`config.mk`:
```
export PLATFORM = sky130hd
export DESIGN_NAME = icap_multiboot_ctrl
export DESIGN_NICKNAME = d
export VERILOG_FILES = /design/src/rtl/icap_multiboot_ctrl.sv
export SDC_FILE = /design/constraint.sdc
export NUM_CORES = 1
export LEC_CHECK = 0
export CORE_MARGIN = 2
export CORE_UTILIZATION = 32
export CTS_CLUSTER_SIZE = 20
export DETAILED_ROUTE_END_ITERATION = 10
export PLACE_DENSITY = 0.51
export SYNTH_ARGS = -nofsm -noshare
export SYNTH_HDL_FRONTEND = slang
export SYNTH_SLANG_ARGS = --single-unit
```
`constraint.sdc`:
```
create_clock -name clk -period 2 [get_ports clk]
set_input_delay 0.5 -clock clk [delete_from_list [all_inputs] [get_ports clk]]
set_output_delay 0.5 -clock clk [all_outputs]
set_load 0.02 [all_outputs]
```
`src/rtl/icap_multiboot_ctrl.sv`:
```
// Spartan-6 MultiBoot reboot sequencer: arbitrates host/watchdog reboot requests
// and streams the IPROG command words into ICAP through a registered, bit-reversed stage.
module icap_multiboot_ctrl #(
  parameter int unsigned STARTUP_CYCLES = 16,
  parameter logic [23:0] IMAGE_STRIDE   = 24'h054000,
  parameter logic [2:0]  GOLDEN_SLOT    = 3'd0,
  parameter logic [7:0]  SPI_RD_OP      = 8'h03
) (
  input  logic        clk,
  input  logic        reset,
  input  logic        req_host,
  input  logic [2:0]  slot_host,
  input  logic        req_wdt,
  output logic        busy,
  output logic        done,
  output logic        grant_wdt,
  output logic        icap_ce_n,
  output logic        icap_wr_n,
  output logic [15:0] icap_i
);

  typedef enum logic [1:0] {
    ST_STARTUP,
    ST_IDLE,
    ST_SEQ,
    ST_DONE
  } state_t;

  localparam logic [15:0] STARTUP_LAST = 16'(STARTUP_CYCLES - 1);
  localparam logic [3:0]  LAST_WORD    = 4'd12;

  state_t      state, state_nxt;
  logic [15:0] startup_cnt, startup_cnt_nxt;
  logic [3:0]  word_idx, word_idx_nxt;
  logic        pend_host, pend_host_nxt;
  logic        pend_wdt, pend_wdt_nxt;
  logic [2:0]  slot_lat, slot_lat_nxt;
  logic [2:0]  slot_sel, slot_sel_nxt;
  logic        wdt_won, wdt_won_nxt;
  logic [23:0] flash_addr;
  logic [15:0] seq_word;
  logic        seq_active;

  function automatic logic [7:0] bitrev8(input logic [7:0] b);
    logic [7:0] r;
    for (int k = 0; k < 8; k++) r[k] = b[7-k];
    return r;
  endfunction

  always_ff @(posedge clk or posedge reset) begin
    if (reset) begin
      state       <= ST_STARTUP;
      startup_cnt <= '0;
      word_idx    <= '0;
      pend_host   <= 1'b0;
      pend_wdt    <= 1'b0;
      slot_lat    <= '0;
      slot_sel    <= '0;
      wdt_won     <= 1'b0;
    end else begin
      state       <= state_nxt;
      startup_cnt <= startup_cnt_nxt;
      word_idx    <= word_idx_nxt;
      pend_host   <= pend_host_nxt;
      pend_wdt    <= pend_wdt_nxt;
      slot_lat    <= slot_lat_nxt;
      slot_sel    <= slot_sel_nxt;
      wdt_won     <= wdt_won_nxt;
    end
  end

  // Request latching happens first so that a grant in the same cycle clears any
  // pulse arriving alongside it; once sequencing starts, pulses are ignored.
  always_comb begin
    state_nxt       = state;
    startup_cnt_nxt = startup_cnt;
    word_idx_nxt    = word_idx;
    pend_host_nxt   = pend_host;
    pend_wdt_nxt    = pend_wdt;
    slot_lat_nxt    = slot_lat;
    slot_sel_nxt    = slot_sel;
    wdt_won_nxt     = wdt_won;

    if (state == ST_STARTUP || state == ST_IDLE) begin
      if (req_host) begin
        pend_host_nxt = 1'b1;
        slot_lat_nxt  = slot_host;
      end
      if (req_wdt) pend_wdt_nxt = 1'b1;
    end

    case (state)
      ST_STARTUP: begin
        if (startup_cnt == STARTUP_LAST) begin
          startup_cnt_nxt = '0;
          state_nxt       = ST_IDLE;
        end else begin
          startup_cnt_nxt = startup_cnt + 16'd1;
        end
      end
      ST_IDLE: begin
        if (pend_wdt || pend_host) begin
          slot_sel_nxt  = pend_wdt ? GOLDEN_SLOT : slot_lat;
          wdt_won_nxt   = pend_wdt;
          pend_host_nxt = 1'b0;
          pend_wdt_nxt  = 1'b0;
          word_idx_nxt  = '0;
          state_nxt     = ST_SEQ;
        end
      end
      ST_SEQ: begin
        if (word_idx == LAST_WORD) state_nxt = ST_DONE;
        else word_idx_nxt = word_idx + 4'd1;
      end
      ST_DONE: state_nxt = ST_DONE;
      default: state_nxt = ST_STARTUP;
    endcase
  end

  assign flash_addr = IMAGE_STRIDE * {21'd0, slot_sel};

  // IPROG sequence: sync, set GENERAL_1/2 to the slot's flash address, then IPROG.
  always_comb begin
    seq_word = 16'h2000;
    case (word_idx)
      4'd0:    seq_word = 16'hAA99;
      4'd1:    seq_word = 16'h5566;
      4'd2:    seq_word = 16'h3261;
      4'd3:    seq_word = flash_addr[15:0];
      4'd4:    seq_word = 16'h3281;
      4'd5:    seq_word = {SPI_RD_OP, flash_addr[23:16]};
      4'd6:    seq_word = 16'h30A1;
      4'd7:    seq_word = 16'h000E;
      default: seq_word = 16'h2000;
    endcase
  end

  assign seq_active = (state == ST_SEQ);

  always_ff @(posedge clk or posedge reset) begin
    if (reset) begin
      icap_ce_n <= 1'b1;
      icap_wr_n <= 1'b1;
      icap_i    <= 16'hFFFF;
    end else begin
      icap_ce_n <= ~seq_active;
      icap_wr_n <= ~seq_active;
      icap_i    <= seq_active ? {bitrev8(seq_word[15:8]), bitrev8(seq_word[7:0])} : 16'hFFFF;
    end
  end

  assign busy      = (state == ST_SEQ) || (state == ST_DONE);
  assign done      = (state == ST_DONE);
  assign grant_wdt = busy && wdt_won;

endmodule

```
==> metrics.txt <==
pre-CTS WS=0.241 ns; Initial Util=32.7%; WP data arrival=around 1.4 ns; DR iter-0 viols=48; skew final=a little over 0.009 ns; CP endpoint kind=output port; Pleak=about 1.1 nW; WHS=0.484 ns; TritonCTS Buffers=5; area post-placement=0.00258 mm2; gr ovfl total=0; final setup fails=0; f_max=518 MHz; share of layout cells above drive strength 1=between 15 and 20%; worst setup margin=approximately 0.07 ns; pin count of the biggest net entering global routing=32; Ys Warns=0; ys async rst share=between 90% and 100%; worst-case clock buffer depth=2; CP Data Required Time=around 1.5 ns; Clock Root Buffer=clkbuf_8; Worst Hold Class=register to register; core area=just under 0.007 mm2; Min Clock Period, post-route=1.93 ns; # H-tree levels=2; I/O Buffers=27; dpl hpwl=2890 um; crit path launch type=register; Stages on worst setup path=1; Hold Fails Final Rpt=0; number of global-route vias before repair=roughly 1500; worst slew pin tran=~0.4 ns; Clk pin slew, worst setup/hold paths=approximately 0.090 ns; Reg2Reg Depth=7; Main synth FF type=dfrtp_1; Die ar.=approximately 0.0076 mm2; Synth Register Bits=48; vias per cell=around 4.8; Max Cap Violations=0; Worst Path Max Fanout=2; die height=87.1 um; Worst Path Buf+Inv=1; Die X=87.1 um; DR pass1 iterations=4; Final Cell Area=between 0.002 and 0.003 mm2; Peak supply drop=252 uV; crit-path cells=clkdlybuf4s50_1; Clock Latency Late Sink=roughly 0.30 ns; Core Util, Final=between 30% and 40%; post-synthesis sequential area ratio=a little under three fifths; initial antenna violation count=0; CTS Sinks=between 40 and 50; Slew Viols, Final=0; setup TNS=0 ns; total power=~1.6 mW; critical path type=register to output port; crit share post-route=just under 100%; Worst path slowest cell=clkdlybuf4s50_1; Final ANT Viol Nets=0; worst hold path depth=1; GRT Overall Usage=12.0%; Area Growth Syn to Fin=21.3%; Top Family by Delay on Critical Path=buffers and inverters; number of enable flip-flop cells after synthesis=0; Antenna Cells=0; count of different cell masters after synthesis=43; CTS tree=built; max incr delay on CP=around 0.60 ns; # nets final=248; io pins=28; Post-Syn Area=between 0.002 and 0.0025 mm2; Net Count, Synth=between 200 and 250; Mapped Cells=about 200; GPL Wtd Cong=roughly 0.77; outcome=completed; PwrDens=around 600 mW/mm2; worst rel slew slack=between 70% and 80%; total routed wirelength=4050 um; fin cells=313; Post-Place Cells=~300; Cell Rows=30; first-pass GRT wire length=between 7000 and 8000 um; DRC errors left=0; WL/cell=about 13 um; RSZ-0062 raised after global routing=false; Vias=between 1000 and 1500; average cell area after synthesis=10.9 um2
-- power by group --
part,leakage (nW),switching (mW),internal (mW),total (mW)
logic,0.519,0.0213,0.0188,0.0401
registers,0.579,0.00328,0.978,0.981
clock network,0.0485,0.336,0.251,0.587
total,1.15,0.361,1.25,1.61
-- worst reg2reg max path, delay by kind of cell (launching register included) --
kind            cells  cell delay (ns)
compound gates      3             0.35
fa+ha+maj           3             0.69
buf+inv             1             0.03
flops               1             0.45
-- cell usage after synthesis (all sizes together) (2+ instances only) --
master	instances	area share [%]
ha	9	5.1
o211ai	2	0.68
inv	10	1.7
mux2	3	1.5
xor2	5	2.3
a21oi	12	2.7
and3	3	0.85
nand2b	2	0.57
nor4	3	0.85
nand3b	4	1.4
nor3	3	1.4
nand3	11	2.5
o21ai	17	3.8
nand4	2	0.57
dfstp	17	20
nor2	8	1.4
clkbuf	5	0.85
nand2	23	3.9
and2	2	0.57
buf	2	0.57
and4	3	1.3
dfrtp	31	35
xnor2	9	3.6
a211oi	2	0.68
nor2b	3	0.85
-- layer usage --
layer | routed length [um] | GRT usage (%) | vias to the layer above
met5 | 0 | 0 | -
met4 | 41 | 3.78 | 0
met3 | 156 | 2.94 | 2
met2 | 1780 | 18.3 | 30
met1 | 2080 | 16.9 | 711
li1 | - | - | 755
-- layout make-up --
| class | instances | area [um2] |
|---|---|---|
| repair buffers | 30 | 310 |
| clock inverters | 3 | 22.5 |
| multi-input cells | 137 | 920 |
| flip-flops and latches | 48 | 1220 |
| well taps | 80 | 100 |
| fillers | 700 | 4070 |
| clock buffers | 5 | 68.8 |
| inverters | 10 | 37.5 |
-- cell usage in the layout, fill, tap and decap left out, types with 2 or more instances in the layout --
cell type / instances
dfrtp_1: 30
clkdlybuf4s50_1: 25
nand2_1: 23
dfstp_2: 17
o21ai_0: 16
a21oi_1: 12
nand3_1: 11
xnor2_1: 9
ha_1: 9
inv_1: 8
nor2_1: 8
clkbuf_8: 5
xor2_1: 4
nand3b_1: 4
nor2b_1: 3
nor4_1: 3
and3_1: 3
mux2_2: 3
nand4_1: 2
a211oi_1: 2
inv_2: 2
and4_1: 2
and2_1: 2
o211ai_1: 2
nand2b_1: 2
dlymetal6s2s_1: 2
buf_4: 2
-- registers in the layout, indices dropped and copies added (netlist names) --
signal / count
icap_wr_n: 1
wdt_won: 1
pend_wdt: 1
state: 2
icap_i: 16
slot_sel: 3
slot_lat: 3
pend_host: 1
word_idx: 4
startup_cnt: 16
-- repair_timing --
action                                  in CTS  in global routing
setup buffers                                0                  0
hold buffers                                 0                  0
endpoints found under the setup margin       1                  2
pin swaps                                    0                  0
gates resized for setup                      1                  2
-- worst paths after layout --
| kind | startpoint | end | slack, ns |
|---|---|---|---|
| worst max-delay path | icap_wr_n | icap_ce_n | 0.07 |
| worst min-delay path | startup_cnt[15] | startup_cnt[15] | 0.48 |
| worst max register to register | slot_sel[2] | icap_i[5] | 0.40 |
| worst min register to register | startup_cnt[15] | startup_cnt[15] | 0.48 |
| max in group asynchronous | reset | state[0] | 1.01 |
| min in group asynchronous | reset | icap_i[5] | 0.78 |
-- cell families after synthesis --
kind of cell    share of synthesized area, %
simple gates                            18.4
flops                                   55.3
compound gates                          10.2
buf+inv                                 3.11
xor+xnor                                5.89
fa+ha+maj                               5.09
mux                                     1.98
Power figures use the tool's default switching activity.
